==> src/rtl/servo_steer_sequencer.sv <==
// ============================================================================
// Module   : servo_steer_sequencer
// Brief    : Frame-synchronous obstacle-avoidance steering sequencer for an RC
//            servo; emits one registered pulse-width command per servo frame.
// Revision : 1.0
// ============================================================================
`default_nettype none

module servo_steer_sequencer #(
    parameter int unsigned FRAME_CYCLES  = 1000000,
    parameter int unsigned NEAR_THRESH   = 350000,
    parameter int unsigned CENTER_W      = 30500,
    parameter int unsigned AVOID_W       = 24500,
    parameter int unsigned RETURN_W      = 37000,
    parameter int unsigned DEBOUNCE      = 2,
    parameter int unsigned MAX_AVOID     = 12,
    parameter int unsigned SETTLE_FRAMES = 3,
    parameter int unsigned STALE_FRAMES  = 4
) (
    input  logic        osc,
    input  logic        reset,
    input  logic        enable,
    input  logic        echo_valid,
    input  logic [31:0] echo_cnt,
    output logic [31:0] pulse_width,
    output logic        frame_start,
    output logic [1:0]  steer_state,
    output logic        busy
);

    typedef enum logic [1:0] {
        ST_CENTER = 2'd0,
        ST_AVOID  = 2'd1,
        ST_RETURN = 2'd2,
        ST_SETTLE = 2'd3
    } state_t;

    localparam logic [31:0] C_LAST     = 32'(FRAME_CYCLES - 1);
    localparam logic [31:0] C_NEAR     = 32'(NEAR_THRESH);
    localparam logic [31:0] C_CENTER_W = 32'(CENTER_W);
    localparam logic [31:0] C_AVOID_W  = 32'(AVOID_W);
    localparam logic [31:0] C_RETURN_W = 32'(RETURN_W);
    localparam logic [3:0]  C_DEBOUNCE = 4'(DEBOUNCE);
    localparam logic [7:0]  C_MAX      = 8'(MAX_AVOID);
    localparam logic [7:0]  C_SETTLE   = 8'(SETTLE_FRAMES);
    localparam logic [31:0] C_STALE    = 32'(STALE_FRAMES);

    state_t      r_state, w_state_nxt;
    logic [31:0] r_frame_cnt;
    logic        r_frame_start;
    logic [31:0] r_pulse_width, w_pw_nxt;
    logic        r_near_q;
    logic [31:0] r_stale_cnt;
    logic [3:0]  r_deb_cnt, w_deb_nxt;
    logic [7:0]  r_avoid_cnt, w_avoid_nxt;
    logic [7:0]  r_ret_cnt, w_ret_nxt;
    logic [7:0]  r_set_cnt, w_set_nxt;
    logic        w_boundary, w_cmp_near, w_near_now;

    assign w_boundary = (r_frame_cnt == C_LAST);
    assign w_cmp_near = (echo_cnt < C_NEAR);
    // A strobe landing in the boundary cycle still belongs to the ending frame.
    assign w_near_now = echo_valid ? w_cmp_near : r_near_q;

    // Frame timebase and echo tracking run regardless of enable.
    always_ff @(posedge osc) begin
        if (reset) begin
            r_frame_cnt   <= '0;
            r_frame_start <= 1'b0;
            r_near_q      <= 1'b0;
            r_stale_cnt   <= '0;
        end else begin
            r_frame_cnt   <= w_boundary ? '0 : r_frame_cnt + 32'd1;
            r_frame_start <= w_boundary;
            if (echo_valid) begin
                r_near_q    <= w_cmp_near;
                r_stale_cnt <= '0;
            end else if (w_boundary) begin
                if (r_stale_cnt + 32'd1 < C_STALE) begin
                    r_stale_cnt <= r_stale_cnt + 32'd1;
                end else begin
                    r_stale_cnt <= C_STALE;
                    r_near_q    <= 1'b0;
                end
            end
        end
    end

    always_ff @(posedge osc) begin
        if (reset) begin
            r_state       <= ST_CENTER;
            r_deb_cnt     <= '0;
            r_avoid_cnt   <= '0;
            r_ret_cnt     <= '0;
            r_set_cnt     <= '0;
            r_pulse_width <= C_CENTER_W;
        end else begin
            r_state       <= w_state_nxt;
            r_deb_cnt     <= w_deb_nxt;
            r_avoid_cnt   <= w_avoid_nxt;
            r_ret_cnt     <= w_ret_nxt;
            r_set_cnt     <= w_set_nxt;
            r_pulse_width <= w_pw_nxt;
        end
    end

    always_comb begin
        w_state_nxt = r_state;
        w_deb_nxt   = r_deb_cnt;
        w_avoid_nxt = r_avoid_cnt;
        w_ret_nxt   = r_ret_cnt;
        w_set_nxt   = r_set_cnt;
        w_pw_nxt    = r_pulse_width;
        if (w_boundary) begin
            if (!enable) begin
                w_state_nxt = ST_CENTER;
                w_deb_nxt   = '0;
                w_avoid_nxt = '0;
                w_ret_nxt   = '0;
                w_set_nxt   = '0;
            end else begin
                case (r_state)
                    ST_CENTER: begin
                        if (!w_near_now) begin
                            w_deb_nxt = '0;
                        end else if (r_deb_cnt + 4'd1 >= C_DEBOUNCE) begin
                            w_state_nxt = ST_AVOID;
                            w_avoid_nxt = 8'd1;
                            w_deb_nxt   = '0;
                        end else begin
                            w_deb_nxt = r_deb_cnt + 4'd1;
                        end
                    end
                    ST_AVOID: begin
                        if (w_near_now && (r_avoid_cnt < C_MAX)) begin
                            w_avoid_nxt = r_avoid_cnt + 8'd1;
                        end else begin
                            w_state_nxt = ST_RETURN;
                            w_ret_nxt   = r_avoid_cnt;
                        end
                    end
                    ST_RETURN: begin
                        if (w_near_now) begin
                            w_state_nxt = ST_AVOID;
                            w_avoid_nxt = 8'd1;
                        end else begin
                            w_ret_nxt = r_ret_cnt - 8'd1;
                            if (r_ret_cnt <= 8'd1) begin
                                w_state_nxt = ST_SETTLE;
                                w_set_nxt   = C_SETTLE;
                            end
                        end
                    end
                    ST_SETTLE: begin
                        w_set_nxt = r_set_cnt - 8'd1;
                        if (r_set_cnt <= 8'd1) begin
                            w_state_nxt = ST_CENTER;
                            w_deb_nxt   = '0;
                        end
                    end
                    default: w_state_nxt = ST_CENTER;
                endcase
            end
            case (w_state_nxt)
                ST_AVOID:  w_pw_nxt = C_AVOID_W;
                ST_RETURN: w_pw_nxt = C_RETURN_W;
                default:   w_pw_nxt = C_CENTER_W;
            endcase
        end
    end

    assign pulse_width = r_pulse_width;
    assign frame_start = r_frame_start;
    assign steer_state = r_state;
    assign busy        = (r_state != ST_CENTER);

endmodule

`default_nettype wire
==> config.mk <==
export PLATFORM = sky130hd
export DESIGN_NAME = servo_steer_sequencer
export DESIGN_NICKNAME = d
export VERILOG_FILES = /design/src/rtl/servo_steer_sequencer.sv
export SDC_FILE = /design/constraint.sdc
export NUM_CORES = 1
export LEC_CHECK = 0
export ABC_AREA = 1
export CORE_MARGIN = 3
export CORE_UTILIZATION = 53
export CTS_BUF_LIST = sky130_fd_sc_hd__clkbuf_4
export CTS_CLUSTER_DIAMETER = 50
export DETAILED_ROUTE_END_ITERATION = 8
export PLACE_DENSITY = 0.81
export RECOVER_POWER = 50
export SLEW_MARGIN = 20
export SYNTH_ARGS = -nofsm -noshare
export SYNTH_HDL_FRONTEND = slang
export SYNTH_SLANG_ARGS = --single-unit
export TNS_END_PERCENT = 10
==> constraint.sdc <==
create_clock -name osc -period 2.3 [get_ports osc]
set_input_delay 0.69 -clock osc [delete_from_list [all_inputs] [get_ports osc]]
set_output_delay 0.69 -clock osc [all_outputs]
set_load 0.02 [all_outputs]
==> impl_metrics.env <==
export IMPL_status="finished clean"
export IMPL_cts_tree="done"
export IMPL_cp_max_fo=6
export IMPL_overflow=0
export IMPL_crit_path_frequent_cell="nand2_1"
export IMPL_vias_per_cell=5.07
export IMPL_hold_start="r_frame_cnt[0]"
export IMPL_grt_pass1_vias=5850
export IMPL_setup_ws_ns=0.0311
export IMPL_p_leak_uw=0.00308
export IMPL_wirelength_mm=15.0
export IMPL_rrSetupSlack_ns=0.16
export IMPL_synth_edf_count=0
export IMPL_critPathKind="in -> reg"
export IMPL_synthArstFlopShare_pct=0
export IMPL_grt_max_degree=30
export IMPL_arrival_ns=2.67
export IMPL_rsz0062_at_grt="true"
export IMPL_ir_drop_v=0.000398
export IMPL_start_kind="input port"
export IMPL_layout_commonest_cell="nand2_1"
export IMPL_ant_nets=0
export IMPL_endpoint_kind="flop"
export IMPL_hp_class="reg -> reg"
export IMPL_clockBufferDepth=2
export IMPL_skew_ns=0.0141
export IMPL_min_path_cells=1
export IMPL_fp_dieArea_um2=13500
export IMPL_synth_cell_types=45
export IMPL_drive_gt1_share_pct=10.1
export IMPL_core_area_um2=11700
export IMPL_area_growth_pct=14.4
export IMPL_setup_viol=0
export IMPL_io_pins=72
export IMPL_layout_min_cycle_time_ns=2.27
export IMPL_maxSlewHeadroom_pct=63.7
export IMPL_tns_ns=0
export IMPL_yosysWarnings=0
export IMPL_crit_required_ns=2.70
export IMPL_place_area_um2=7180
export IMPL_syn_avg_cell_area_um2=6.25
export IMPL_port_buffers=47
export IMPL_seq_area_frac_synth_pct=31.4
export IMPL_final_util_pct=63.2
export IMPL_netlist_area_um2=6440
export IMPL_maxCapViolCount=0
export IMPL_hold_slack_ns=0.451
export IMPL_ys_flop_type="dfxtp_1"
export IMPL_final_cell_area_um2=7370
export IMPL_start_util_pct=55.2
export IMPL_max_stage_delay_ns=0.39
export IMPL_holdPathEnd="r_frame_cnt[0]"
export IMPL_drt_iter0_drc=510
export IMPL_die_y_um=116
export IMPL_most_common_layout_cells="278 x nand2_1, 157 x nor2_1, 135 x inv_1"
export IMPL_nNetsFinal=1156
export IMPL_syn_inst=1031
export IMPL_ff2ff_path_depth=12
export IMPL_cts_buffers=9
export IMPL_crit_slowest_cell="clkdlybuf4s50_1"
export IMPL_r2r_start="r_set_cnt[0]"
export IMPL_htree_num_levels=3
export IMPL_vias=6349
export IMPL_worst_pin_slew_ns=0.543
export IMPL_cts_hold_buf=0
export IMPL_hold_violations=0
export IMPL_gp_congestion=0.926
export IMPL_antenna_found_initial=0
export IMPL_die_width_um=116
export IMPL_fmax_mhz=441
export IMPL_drt_pass1_iter_count=5
export IMPL_rows=39
export IMPL_detailed_place_hpwl_mm=11.7
export IMPL_ys_ff_latch=101
export IMPL_clkTransAtPathRegs_ns=0.17
export IMPL_clockRootBuffer="clkbuf_4"
export IMPL_maxSlewViolCount=0
export IMPL_cts_sinks=101
export IMPL_routedWlPerCell_um=12.0
export IMPL_grt_util_all_layers_pct=23.1
export IMPL_clock_latency_ns=0.49
export IMPL_grt_pass1_wl_mm=25.7
export IMPL_dp_slack_ns=-0.566
export IMPL_r2r_end="pulse_width[11]"
export IMPL_power_density_nw_per_um2=416
export IMPL_crit_chain="clkdlybuf4s50_1 > nor2_1 > nand4_1 > nor3_2 > nand2_4 > nand2_4 > nand3_1 > nand2_1 > nand2_1 > nand2_1 > nand2_2 > ha_4 > o22a_1"
export IMPL_period_share_pct=98.6
export IMPL_drcViolationCount=0
final cells by class:
cell class | count | area (um2)
Clock inverter | 7 | 106
Fill cell | 1114 | 4300
Antenna cell | 1 | 2.50
Clock buffer | 9 | 67.6
Sequential cell | 101 | 2020
Tap cell | 143 | 179
Inverter | 142 | 536
Timing Repair Buffer | 86 | 727
Multi-Input combinational cell | 764 | 3720
routing by layer:
| metal | track usage [%] | vias to the layer above | part of all wire, % |
|---|---|---|---|
| li1 | - | 3363 | - |
| met1 | 31.1 | 2814 | 48 |
| met2 | 38.0 | 147 | 46 |
| met3 | 4.66 | 25 | 4.6 |
| met4 | 5.72 | 0 | 1.5 |
| met5 | 0 | - | 0 |
flip-flops by register name, indices dropped and copies added (netlist names):
name	count
frame_start	1
pulse_width	5
r_avoid_cnt	8
r_deb_cnt	4
r_frame_cnt	32
r_near_q	1
r_ret_cnt	8
r_set_cnt	8
r_stale_cnt	32
steer_state	2
cells in the mapped netlist (7+ instances only):
| library cell | instances | area (um2) |
|---|---|---|
| clkbuf_1 | 7 | 26.3 |
| nand3_1 | 62 | 310 |
| a21oi_1 | 35 | 175 |
| o21ai_0 | 24 | 120 |
| xor2_1 | 9 | 78.8 |
| nand2_1 | 283 | 1060 |
| nand4_1 | 22 | 138 |
| dfxtp_1 | 101 | 2020 |
| nor3_1 | 53 | 265 |
| buf_2 | 7 | 35.0 |
| inv_1 | 135 | 507 |
| nor2_4 | 10 | 113 |
| nand2_2 | 10 | 62.6 |
| ha_1 | 16 | 200 |
| nor2_2 | 9 | 56.3 |
| buf_4 | 27 | 203 |
| nor2_1 | 158 | 593 |
kinds of logic (layout without fill, tap and decap cells):
family / count (synthesis) / after routing / share of synthesized area [%]
buffers and inverters: 184 / 244 / 12.6
AO/OA/AOI/OAI: 75 / 75 / 6.59
flip-flops: 101 / 101 / 31.4
other: 2 / 21 / 0.117
XOR/XNOR: 13 / 13 / 1.77
adder cells (fa/ha/maj): 16 / 16 / 3.11
AND/OR/NAND/NOR: 639 / 639 / 44.3
multiplexers: 1 / 1 / 0.155
power by group:
| part | internal (uW) | switching (uW) | total (uW) |
|---|---|---|---|
| Clock | 459 | 667 | 1130 |
| Sequential | 1760 | 2.62 | 1760 |
| Combinational | 80.8 | 102 | 183 |
| Total | 2300 | 772 | 3070 |
critical path, delay by kind of cell:
kind	cells	cell delay, ns
AOI/OAI and AO/OA	1	0.17
buffers and inverters	1	0.39
and+or+nand+nor	10	1.16
adders and majority gates	1	0.25
stage by stage:
stage | cells | power, uW
after floorplan | 1049 | 1910
after global routing | 1252 | 3180
after global placement | 1235 | 1980
final | 1253 | 3070
after detailed placement | 1235 | 1980
after CTS | 1251 | 3090
repair_timing:
item | CTS | global route
pin swaps | 1 | 11
buffers inserted | 0 | 1
gates resized for setup | 5 | 24
setup endpoints to repair | 10 | 37
worst max path at each step:
stage	startpoint	to	slack [ns]	depth (start not counted)
2_1_floorplan	echo_valid	pulse_width[13]	0.10	13
3_3_place_gp	echo_valid	pulse_width[13]	-0.50	14
3_5_place_dp	echo_cnt[27]	pulse_width[13]	-0.57	13
4_1_cts	echo_cnt[27]	pulse_width[13]	-0.03	13
5_1_grt	echo_cnt[29]	pulse_width[13]	-0.07	13
6_report	echo_cnt[22]	pulse_width[13]	0.03	13
No activity file was read; power rests on OpenSTA's default activity.
